## src/rtl/pipeline_ctrl.sv

```systemverilog
// Stall/flush sequencer for the 5-stage pipeline: arbitrates the MEM-stage SRAM wait,
// EXE taken branches and ID hazards, and keeps saturating performance counters.
module pipeline_ctrl #(
  parameter int unsigned MEM_TIMEOUT = 15,
  parameter int unsigned CNT_W       = 16
) (
  input  logic             clk,
  input  logic             rst,
  input  logic             hazard,
  input  logic             B_EXE,
  input  logic             mem_req,
  input  logic             sram_done,
  output logic             freeze_IF,
  output logic             freeze_ID,
  output logic             freeze_EXE,
  output logic             freeze_MEM,
  output logic             flush_IF,
  output logic             flush_ID,
  output logic             branch_taken,
  output logic             hazard_bubble,
  output logic             sram_start,
  output logic             mem_err,
  output logic [CNT_W-1:0] hazard_cnt,
  output logic [CNT_W-1:0] mem_wait_cnt,
  output logic [CNT_W-1:0] flush_cnt
);

  typedef enum logic {
    RUN      = 1'b0,
    MEM_WAIT = 1'b1
  } state_t;

  localparam logic [7:0]       WCNT_LAST = 8'(MEM_TIMEOUT - 1);
  localparam logic [CNT_W-1:0] CNT_MAX   = '1;

  state_t           state_q, state_d;
  logic [7:0]       wcnt_q, wcnt_d;
  logic             hz_inc, mw_inc, fl_inc, err_set;
  logic [CNT_W-1:0] hazard_cnt_q, mem_wait_cnt_q, flush_cnt_q;
  logic             mem_err_q;

  always_comb begin
    // NOTE: every signal written here gets a default first, so no path can infer a latch.
    state_d       = state_q;
    wcnt_d        = wcnt_q;
    freeze_IF     = 1'b0;
    freeze_ID     = 1'b0;
    freeze_EXE    = 1'b0;
    freeze_MEM    = 1'b0;
    flush_IF      = 1'b0;
    flush_ID      = 1'b0;
    branch_taken  = 1'b0;
    hazard_bubble = 1'b0;
    sram_start    = 1'b0;
    hz_inc        = 1'b0;
    mw_inc        = 1'b0;
    fl_inc        = 1'b0;
    err_set       = 1'b0;

    if (!rst) begin
      case (state_q)
        RUN: begin
          if (mem_req) begin
            freeze_IF  = 1'b1;
            freeze_ID  = 1'b1;
            freeze_EXE = 1'b1;
            freeze_MEM = 1'b1;
            sram_start = 1'b1;
            state_d    = MEM_WAIT;
            wcnt_d     = '0;
          end else if (B_EXE) begin
            // A flush wins over a hazard stall: the stalled instruction is squashed anyway.
            flush_IF     = 1'b1;
            flush_ID     = 1'b1;
            branch_taken = 1'b1;
            fl_inc       = 1'b1;
          end else if (hazard) begin
            freeze_IF     = 1'b1;
            hazard_bubble = 1'b1;
            hz_inc        = 1'b1;
          end
        end
        MEM_WAIT: begin
          mw_inc = 1'b1;
          if (sram_done) begin
            state_d = RUN;
          end else if (wcnt_q == WCNT_LAST) begin
            state_d = RUN;
            err_set = 1'b1;
          end else begin
            freeze_IF  = 1'b1;
            freeze_ID  = 1'b1;
            freeze_EXE = 1'b1;
            freeze_MEM = 1'b1;
            wcnt_d     = wcnt_q + 8'd1;
          end
        end
        default: state_d = RUN;
      endcase
    end
  end

  always_ff @(posedge clk) begin
    // NOTE: registers use non-blocking assignments so every one samples pre-edge values.
    if (rst) begin
      state_q        <= RUN;
      wcnt_q         <= '0;
      hazard_cnt_q   <= '0;
      mem_wait_cnt_q <= '0;
      flush_cnt_q    <= '0;
      mem_err_q      <= 1'b0;
    end else begin
      state_q <= state_d;
      wcnt_q  <= wcnt_d;
      if (hz_inc && hazard_cnt_q != CNT_MAX)   hazard_cnt_q   <= hazard_cnt_q + CNT_W'(1);
      if (mw_inc && mem_wait_cnt_q != CNT_MAX) mem_wait_cnt_q <= mem_wait_cnt_q + CNT_W'(1);
      if (fl_inc && flush_cnt_q != CNT_MAX)    flush_cnt_q    <= flush_cnt_q + CNT_W'(1);
      if (err_set)                             mem_err_q      <= 1'b1;
    end
  end

  assign hazard_cnt   = hazard_cnt_q;
  assign mem_wait_cnt = mem_wait_cnt_q;
  assign flush_cnt    = flush_cnt_q;
  assign mem_err      = mem_err_q;

endmodule

```

## config.mk

```make
export PLATFORM = sky130hd
export DESIGN_NAME = pipeline_ctrl
export DESIGN_NICKNAME = d
export VERILOG_FILES = /design/src/rtl/pipeline_ctrl.sv
export SDC_FILE = /design/constraint.sdc
export NUM_CORES = 1
export LEC_CHECK = 0
export ABC_AREA = 1
export BUFFER_PORTS_ARGS = -buffer_cell sky130_fd_sc_hd__buf_2
export CAP_MARGIN = 10
export CORE_MARGIN = 2
export CORE_UTILIZATION = 50
export DETAILED_ROUTE_END_ITERATION = 12
export GPL_TIMING_DRIVEN = 0
export MAX_ROUTING_LAYER = met4
export PLACE_DENSITY = 0.73
export SYNTH_ARGS = -nofsm -noshare
export SYNTH_HDL_FRONTEND = slang
export SYNTH_SLANG_ARGS = --single-unit
```

## constraint.sdc

```tcl
create_clock -name clk -period 4.68 [get_ports clk]
set_clock_uncertainty 0.15 [all_clocks]
set_input_delay 0.936 -clock clk [delete_from_list [all_inputs] [get_ports clk]]
set_output_delay 0.936 -clock clk [all_outputs]
set_load 0.005 [all_outputs]
```

==> After elaboration in Yosys (flattened, before gate mapping) <==
Cells that the tools add are included.
{ "op_classes": {"n_addsub": 4, "n_eq_ne": 7, "n_mux": 29, "bitwise_logic": 1, "reduce_logical": 4} }
{ "ops": {"columns": ["operator", "n"], "rows": [
  ["16-bit by 1-bit adder with 16-bit output (second input constant)", 3],
  ["16-bit inequality test (second input constant)", 3],
  ["8-bit two-way mux", 3],
  ["1-bit two-way mux", 23],
  ["8-bit case mux with 2 select lines", 1],
  ["8-bit by 1-bit adder with 8-bit output (second input constant)", 1],
  ["8-bit by 4-bit equality test with 1-bit output (second input constant)", 1],
  ["2-bit inequality test (second input constant)", 3],
  ["1-bit case mux with 2 select lines", 2],
  ["1-bit logical AND", 3],
  ["3-bit AND reduction", 1],
  ["1-bit inverter", 1]
]} }
{ "word_totals": {"register_bits": 58, "inputBits": 6, "wordCells": 51} }

==> Logic depth before layout (Yosys ltp) <==
Gate-level depths: netlist of the first run.
{ "depth": {"ltp_word": 6, "mapped_depth": 10, "ltp_nobuf": 10} }

==> Least setup slack after synthesis of the first run <==
Ideal clock, no wire load.
{ "synth_path": {"path_type": "input to output", "from": "input mem_req", "to": "output freeze_ID", "arrival_ns": 1.623, "required_time_ns": 3.594, "path_slack_ns": 1.971, "path_stages": 5, "path_buffers": 1, "path_cell_list": "nor2_2 -> inv_1 -> nand3_2 -> nor2_1 -> buf_4"} }
{ "synth_between": {"elab_chain_cells": 3} }
{ "synth_rtl": {"columns": ["item", "line_no", "source"], "rows": [
  ["from (decl)", "11", "input logic mem_req,"],
  ["1-bit two-way mux", null, null],
  ["1-bit case mux with 2 select lines", null, null],
  ["1-bit two-way mux", null, null],
  ["to (decl)", "14", "output logic freeze_ID,"]
]} }
No other way between the ends.

==> Final worst setup path of the first run <==
{ "layout_path": {"from": "register wcnt_q[0]", "to": "output freeze_MEM"} }
{ "layout_between": {"elab_chain_cells": 5} }
{ "layout_rtl": {"columns": ["item", "line_no", "source"], "rows": [
  ["from (decl)", "37", "logic [7:0] wcnt_q, wcnt_d;"],
  ["from (signal assigned)", "114", "wcnt_q <= wcnt_d;"],
  ["8-bit by 4-bit equality test with 1-bit output", "87", "end else if (wcnt_q == WCNT_LAST) begin"],
  ["1-bit two-way mux", "87", null],
  ["1-bit two-way mux", "85", "if (sram_done) begin"],
  ["1-bit case mux with 2 select lines", "61", "case (state_q)"],
  ["1-bit two-way mux", "60", "if (!rst) begin"],
  ["to (decl)", "16", "output logic freeze_MEM,"]
]} }
No other way between the ends.

==> results of run 1 <==
[worst max-delay path, stage by stage (launching register included)]
cell	delay [ns]
dfxtp_1	0.34
inv_1	0.11
ha_1	0.22
inv_1	0.05
nor2_1	0.05
nand4_1	0.16
nand3_2	0.17
nor2_1	0.30
buf_4	0.17
buf_2	0.10
[layout make-up]
type                            count  area (um^2)  area share
Multi-Input combinational cell    422         1940       0.488
Sequential cell                    58         1160       0.292
Timing Repair Buffer               63          315      0.0793
Inverter                           56          210      0.0529
Clock buffer                       11          141      0.0356
Buffer                             13          103      0.0258
Tap cell                           80          100      0.0252
Clock inverter                      1         5.00     0.00126
[power groups by stage]
| stage | sequential [uW] | clock, uW | combinational, uW |
|---|---|---|---|
| finish | 510 | 375 | 73.0 |
| global route | 511 | 404 | 83.7 |
| CTS | 510 | 386 | 73.6 |
| detailed placement | 521 | 0 | 73.4 |
| global placement | 520 | 0 | 71.2 |
| floorplan | 519 | 0 | 48.3 |
[stage by stage]
step                       util  instances  power, uW
after CTS                 0.595        704        970
after floorplan               -        549        568
final                     0.595        704        958
after detailed placement  0.573        692        594
after global routing      0.595        704        998
after global placement    0.573        692        592
[kinds of logic (layout without fill, tap and decap cells)]
family	Yosys count	count (layout)
AND/OR/NAND/NOR	357	357
buffers and inverters	69	144
flip-flops	58	58
AO/OA/AOI/OAI	53	53
XOR/XNOR	7	7
adder cells (fa/ha/maj)	5	5
[registers in the layout (all words and copies together) (netlist names)]
register,count
flush_cnt,16
state_q,1
wcnt_q,8
mem_wait_cnt,16
mem_err,1
hazard_cnt,16
[final timing paths]
check	from	endpoint	cells past startpoint
worst max-delay path	wcnt_q[0]	freeze_MEM	9
worst min-delay path	mem_err	mem_err	1
worst min register to register	mem_err	mem_err	1
worst max register to register	hazard_cnt[0]	hazard_cnt[15]	9
[layer usage]
metal / GRT usage / wire length, um / vias to the layer above
met2: 0.340 / 3610 / 74
met4: 0.0938 / 104 / 0
met5: - / 0 / -
li1: - / - / 1880
met3: 0.0352 / 371 / 12
met1: 0.310 / 4070 / 1604
[synth_stat cells, drive strengths merged]
master,number
nor2,135
o21a,1
inv,55
clkbuf,2
xnor2,2
xor2,5
clkinv,1
o21bai,1
a21oi,33
nand4,10
or2,4
nor3,8
buf,11
o21ai,18
nand3b,3
nand2,150
ha,5
nand3,47
dfxtp,58
==> results.toml, run 1 <==
[status]
status = "finished, final reports clean"

[run]
drv_cap = 0

[grt]
grt_pass1_vias = 3041
grt_pass1_wl_mm = 13.5
antenna_found_initial = 0
overflow = 0
gr-usage-all-layers = 0.228
grt_start_max_net_pins = 11

[yosys]
synth_fa_ha_area_frac = 0.0183
yosys.area.top_type = "dfxtp_1"
synth_nets = 560
synth-seq-cells = 58
synth_seq_area_share = 0.340
synth_area_leaders = "dfxtp_1 (34%), nand2_1 (16%), nor2_1 (14%)"
yosysUniqueCellTypes = 29
syn_area_um2 = 3410
synth_simple_gate_area_frac = 0.453
synth_top_family_by_area = "simple AND/OR/NAND/NOR gates"
synthCells = 549
syn_avg_cell_area_um2 = 6.21
synth-compound-area-share = 0.0792
ys_warn_count = 0
synth_top_area_frac = 0.340
synthMuxAreaShare = 0
synth_xor_area_frac = 0.0180

[timing]
fin_crit_sh = 0.659
clock.fmax_mhz = 324
setup_viol = 0
grt_setup_unrepaired = "no"
final_max_slew_viol_count = 0
fin_hold_ws_ns = 0.312
fin_ws_ns = 1.60
finalHoldViolations = 0
worst_pin_slew_ns = 0.498
relSlewSlack = 0.668
tns_ns = 0
fin_crit_ns = 3.08

[cells_and_area]
fin_nets = 634
antenna_cells = 0
area_growth_pct = 16.5
drive_above_1_share = 0.179
final_area_um2 = 3970
layout_commonest_cell = "nand2_1"
fill_cells = 661
final_cell_mix = "nand2_1 (146), nor2_1 (125), buf_2 (64)"

[clock_network]
cts_hold_buf = 0
htree_levels = 3
clock_latency_ns = 0.33
post_cts_buffers = 0
cts_sinks = 58
clockRootBuffer = "clkbuf_8"
cts_tree = "yes"
cts_buffers = 9
clk_pin_slew_ns = 0.06
cts_resized = 0
cts_max_path_buffers = 2

[power]
p_int_uw = 723
ir_drop_uv = 139
p_clk_frac = 0.392
seqPwrFrac = 0.532
p_per_area_nw_per_um2 = 241
power.leakage_uw = 0.00185
p_sw_frac = 0.246
comb_power_share = 0.076
power_switching_uw = 235

[route]
dr.pass1.iters = 4
routed_wl_mm = 8.16
dr_total_vias = 3570
vias_per_cell = 5.07
drt.antenna.violating_nets = 0
drc = 0
routedWlPerCell_um = 11.6
drtIter0Drc = 136

[place]
pre_cts_ws_ns = 1.65
gp_congestion = 0.905
hpwl_mm = 6.16
port_buffers = 63
place_area_um2 = 3830

[die]
fp.dieArea_um2 = 7500
initial_core_util = 0.511
core_um2 = 6680
fp.dieW_um = 86.6
top_level_ports = 64
rows = 30
dieHeight_um = 86.6

[setup_path]
worstPathRequired_ns = 3.59
crit_fanout = 6
r2r_slack_ns = 2.81
cp-start-kind = "flop"
crit_path_end_kind = "output pin"
critical_path_class = "reg -> out"
cp.arrival_ns = 2.00

[worst_hold_path]
hp-class = "reg -> reg"
(Power assumes the default switching activity.)
==> run 2, diff against run 1 <==
--- a/config.mk
+++ b/config.mk
@@ -5,7 +5,7 @@
 export SDC_FILE = /design/constraint.sdc
 export NUM_CORES = 1
 export LEC_CHECK = 0
-export ABC_AREA = 1
+export ABC_AREA = 0
 export BUFFER_PORTS_ARGS = -buffer_cell sky130_fd_sc_hd__buf_2
 export CAP_MARGIN = 10
 export CORE_MARGIN = 2
@@ -13,7 +13,7 @@
 export DETAILED_ROUTE_END_ITERATION = 12
 export GPL_TIMING_DRIVEN = 0
 export MAX_ROUTING_LAYER = met4
-export PLACE_DENSITY = 0.73
+export PLACE_DENSITY = 0.74
 export SYNTH_ARGS = -nofsm -noshare
 export SYNTH_HDL_FRONTEND = slang
 export SYNTH_SLANG_ARGS = --single-unit
==> constraint.sdc (replaced) <==
create_clock -name clk -period 3.2 [get_ports clk]
set_clock_uncertainty 0.15 [all_clocks]
set_input_delay 0.64 -clock clk [delete_from_list [all_inputs] [get_ports clk]]
set_output_delay 0.64 -clock clk [all_outputs]
set_load 0.005 [all_outputs]
==> results.toml, run 2 <==
[place]
port_buffers = 62
gp_congestion = 0.870
pre_cts_ws_ns = -0.270
dp.cells = 515
place_area_um2 = 3590
hpwl_mm = 5.73

[route]
dr.pass1.iters = 4
drc = 0
routedWlPerCell_um = 15.2
dr_total_vias = 3265
drt.antenna.violating_nets = 0
drtIter0Drc = 168
vias_per_cell = 6.17
routed_wl_mm = 8.07

[setup_path]
path_buf_inv = 5
worstPathRequired_ns = 2.41
crit_top_cell = "buf_2"
max_stage_delay_ns = 0.44
critical_path_class = "in -> out"
cp-start-kind = "primary input"
cp.arrival_ns = 2.21
crit_chain = "buf_2, clkbuf_2, clkbuf_1, a21oi_1, buf_4, buf_2"
crit_path_end_kind = "output pin"
ff2ff_path_depth = 7
cp_num_cells = 6
r2r_slack_ns = 0.83
r2r-start = "hazard_cnt[0]"
cp_slowest_cell = "clkbuf_1"
timing.rr.end = "hazard_cnt[1]"
crit_fanout = 18
crit_family = "buffers and inverters"

[power]
power_switching_uw = 344
ir_drop_uv = 270
p_sw_frac = 0.236
seqPwrFrac = 0.501
comb_power_share = 0.057
p_int_uw = 1120
p_per_area_nw_per_um2 = 387
p_clk_frac = 0.441
power.total_uw = 1460
power.leakage_uw = 0.00143

[clock_network]
cts_sinks = 58
cts_max_path_buffers = 2
cts_tree = "yes"
clock_latency_ns = 0.34
htree_levels = 3
clockRootBuffer = "clkbuf_8"
clk_pin_slew_ns = 0.06
cts_buffers = 9
post_cts_buffers = 0

[timing]
clock.fmax_mhz = 333
fin_hold_ws_ns = 0.321
fin_crit_sh = 0.939
fin_ws_ns = 0.196
setup_viol = 0
worst_pin_slew_ns = 0.740
grt_setup_unrepaired = "no"
relSlewSlack = 0.504
finalHoldViolations = 0
fin_crit_ns = 3.00
final_max_slew_viol_count = 0

[die]
top_level_ports = 64
fp.dieW_um = 83.8
initial_core_util = 0.510
fp.dieArea_um2 = 7030
rows = 29
core_um2 = 6240
dieHeight_um = 83.8

[yosys]
synth_most_common_cell = "dfxtp_1"
synth_area_leaders = "dfxtp_1 (36%), a21oi_1 (5.8%), o31ai_1 (4.0%)"
ys_warn_count = 0
synth_seq_area_share = 0.364
syn_avg_cell_area_um2 = 8.47
synth-seq-cells = 58
yosys_most_used_dff = "dfxtp_1"
yosysUniqueCellTypes = 58
synth_commonest_cells = "dfxtp_1 (58), a21oi_1 (37), nand2_1 (31)"
synth_top_area_frac = 0.364
synth_edf_count = 0
syn_area_um2 = 3190
synth_nets = 387
synthCells = 376
yosys.area.top_type = "dfxtp_1"
synthArstFlopShare = 0

[cells_and_area]
final_cell_count_no_fill = 529
antenna_cells = 0
final_area_um2 = 3780
final_cell_mix = "buf_2 (68), dfxtp_1 (58), a21oi_1 (37)"
area_growth_pct = 18.6
fill_cells = 587
fin_nets = 459
layout_commonest_cell = "buf_2"
drive_above_1_share = 0.246
multi_input_area_um2 = 1870
regArea_um2 = 1160

[status]
status = "finished, final reports clean"

[grt]
gr-usage-all-layers = 0.236
grt_pass1_vias = 2890
grt_start_max_net_pins = 19
antenna_found_initial = 0
overflow = 0
grt_pass1_wl_mm = 13.4

[run]
drv_cap = 0

[worst_hold_path]
hold-path-endpoint = "mem_err"
min_path_cells = 2
hp-start = "mem_err"
hp-class = "reg -> reg"
[run 2: cell types whose count changed in the layout (fill, tap and decap cells not counted), moves of 12 or more]
cell	previous run	this run
nand3_1	42	22
nor2_1	125	15
inv_1	51	10
nand2_1	146	31
o31ai_1	0	17
or4_1	0	16
or3_1	0	12
[run 2: how the worst max path moves through the flow]
| stage | startpoint | endpoint | slack (ns) |
|---|---|---|---|
| after floorplan | rst | freeze_ID | 0.46 |
| after global placement | rst | freeze_MEM | -0.27 |
| after detailed placement | rst | freeze_MEM | -0.27 |
| after CTS | rst | freeze_MEM | 0.19 |
| after global routing | rst | freeze_MEM | 0.12 |
| final | rst | freeze_MEM | 0.20 |
[run 2: per-layer routing]
metal  global-route usage  vias to the layer above  part of all wire
met5                    -                        -                 0
met4                0.104                        0             0.011
met3               0.0406                       10             0.057
met2                0.361                       91              0.46
met1                0.308                     1564              0.47
li1                     -                     1600                 -
[run 2: final cells by class]
type                            instances  area share
Inverter                               10     0.00993
Multi-Input combinational cell        286       0.496
Clock inverter                          2     0.00265
Buffer                                 21      0.0295
Tap cell                               77      0.0255
Sequential cell                        58       0.307
Timing Repair Buffer                   62      0.0821
Clock buffer                           13      0.0474
[run 2: per-stage QoR]
stage	util	TNS (ns)
after floorplan	-	0
after global placement	0.576	-0.696
after detailed placement	0.576	-0.706
after CTS	0.605	0
after global routing	0.605	0
final	0.605	0
[run 2: worst register-to-register path: stages (launching register included)]
cell      delay, ns
dfxtp_1        0.40
ha_1           0.22
nand4_1        0.22
nor4_1         0.40
clkbuf_1       0.37
buf_2          0.30
o21ai_0        0.11
a21oi_1        0.15
[run 2: power groups by stage]
stage	registers, uW	logic, uW	clock network, uW
2_1_floorplan	749	53.0	0
3_3_place_gp	749	83.1	0
3_5_place_dp	749	84.5	0
4_1_cts	733	84.6	660
5_1_grt	733	91.7	690
6_report	733	83.8	645
[run 2: timing repair]
| action | 4_1_cts | 5_1_grt |
|---|---|---|
| endpoints found under the hold margin | 0 | 0 |
| hold buffers | 0 | 0 |
| resized for setup | 1 | 0 |
| setup endpoints to repair | 4 | 0 |
[run 2: cells by family after synthesis]
group                    Yosys count  synth area share
buffers and inverters             32            0.0475
flip-flops                        58             0.364
multiplexers                      15            0.0507
AND/OR/NAND/NOR                  169             0.322
AO/OA/AOI/OAI                     97             0.196
adder cells (fa/ha/maj)            5            0.0196
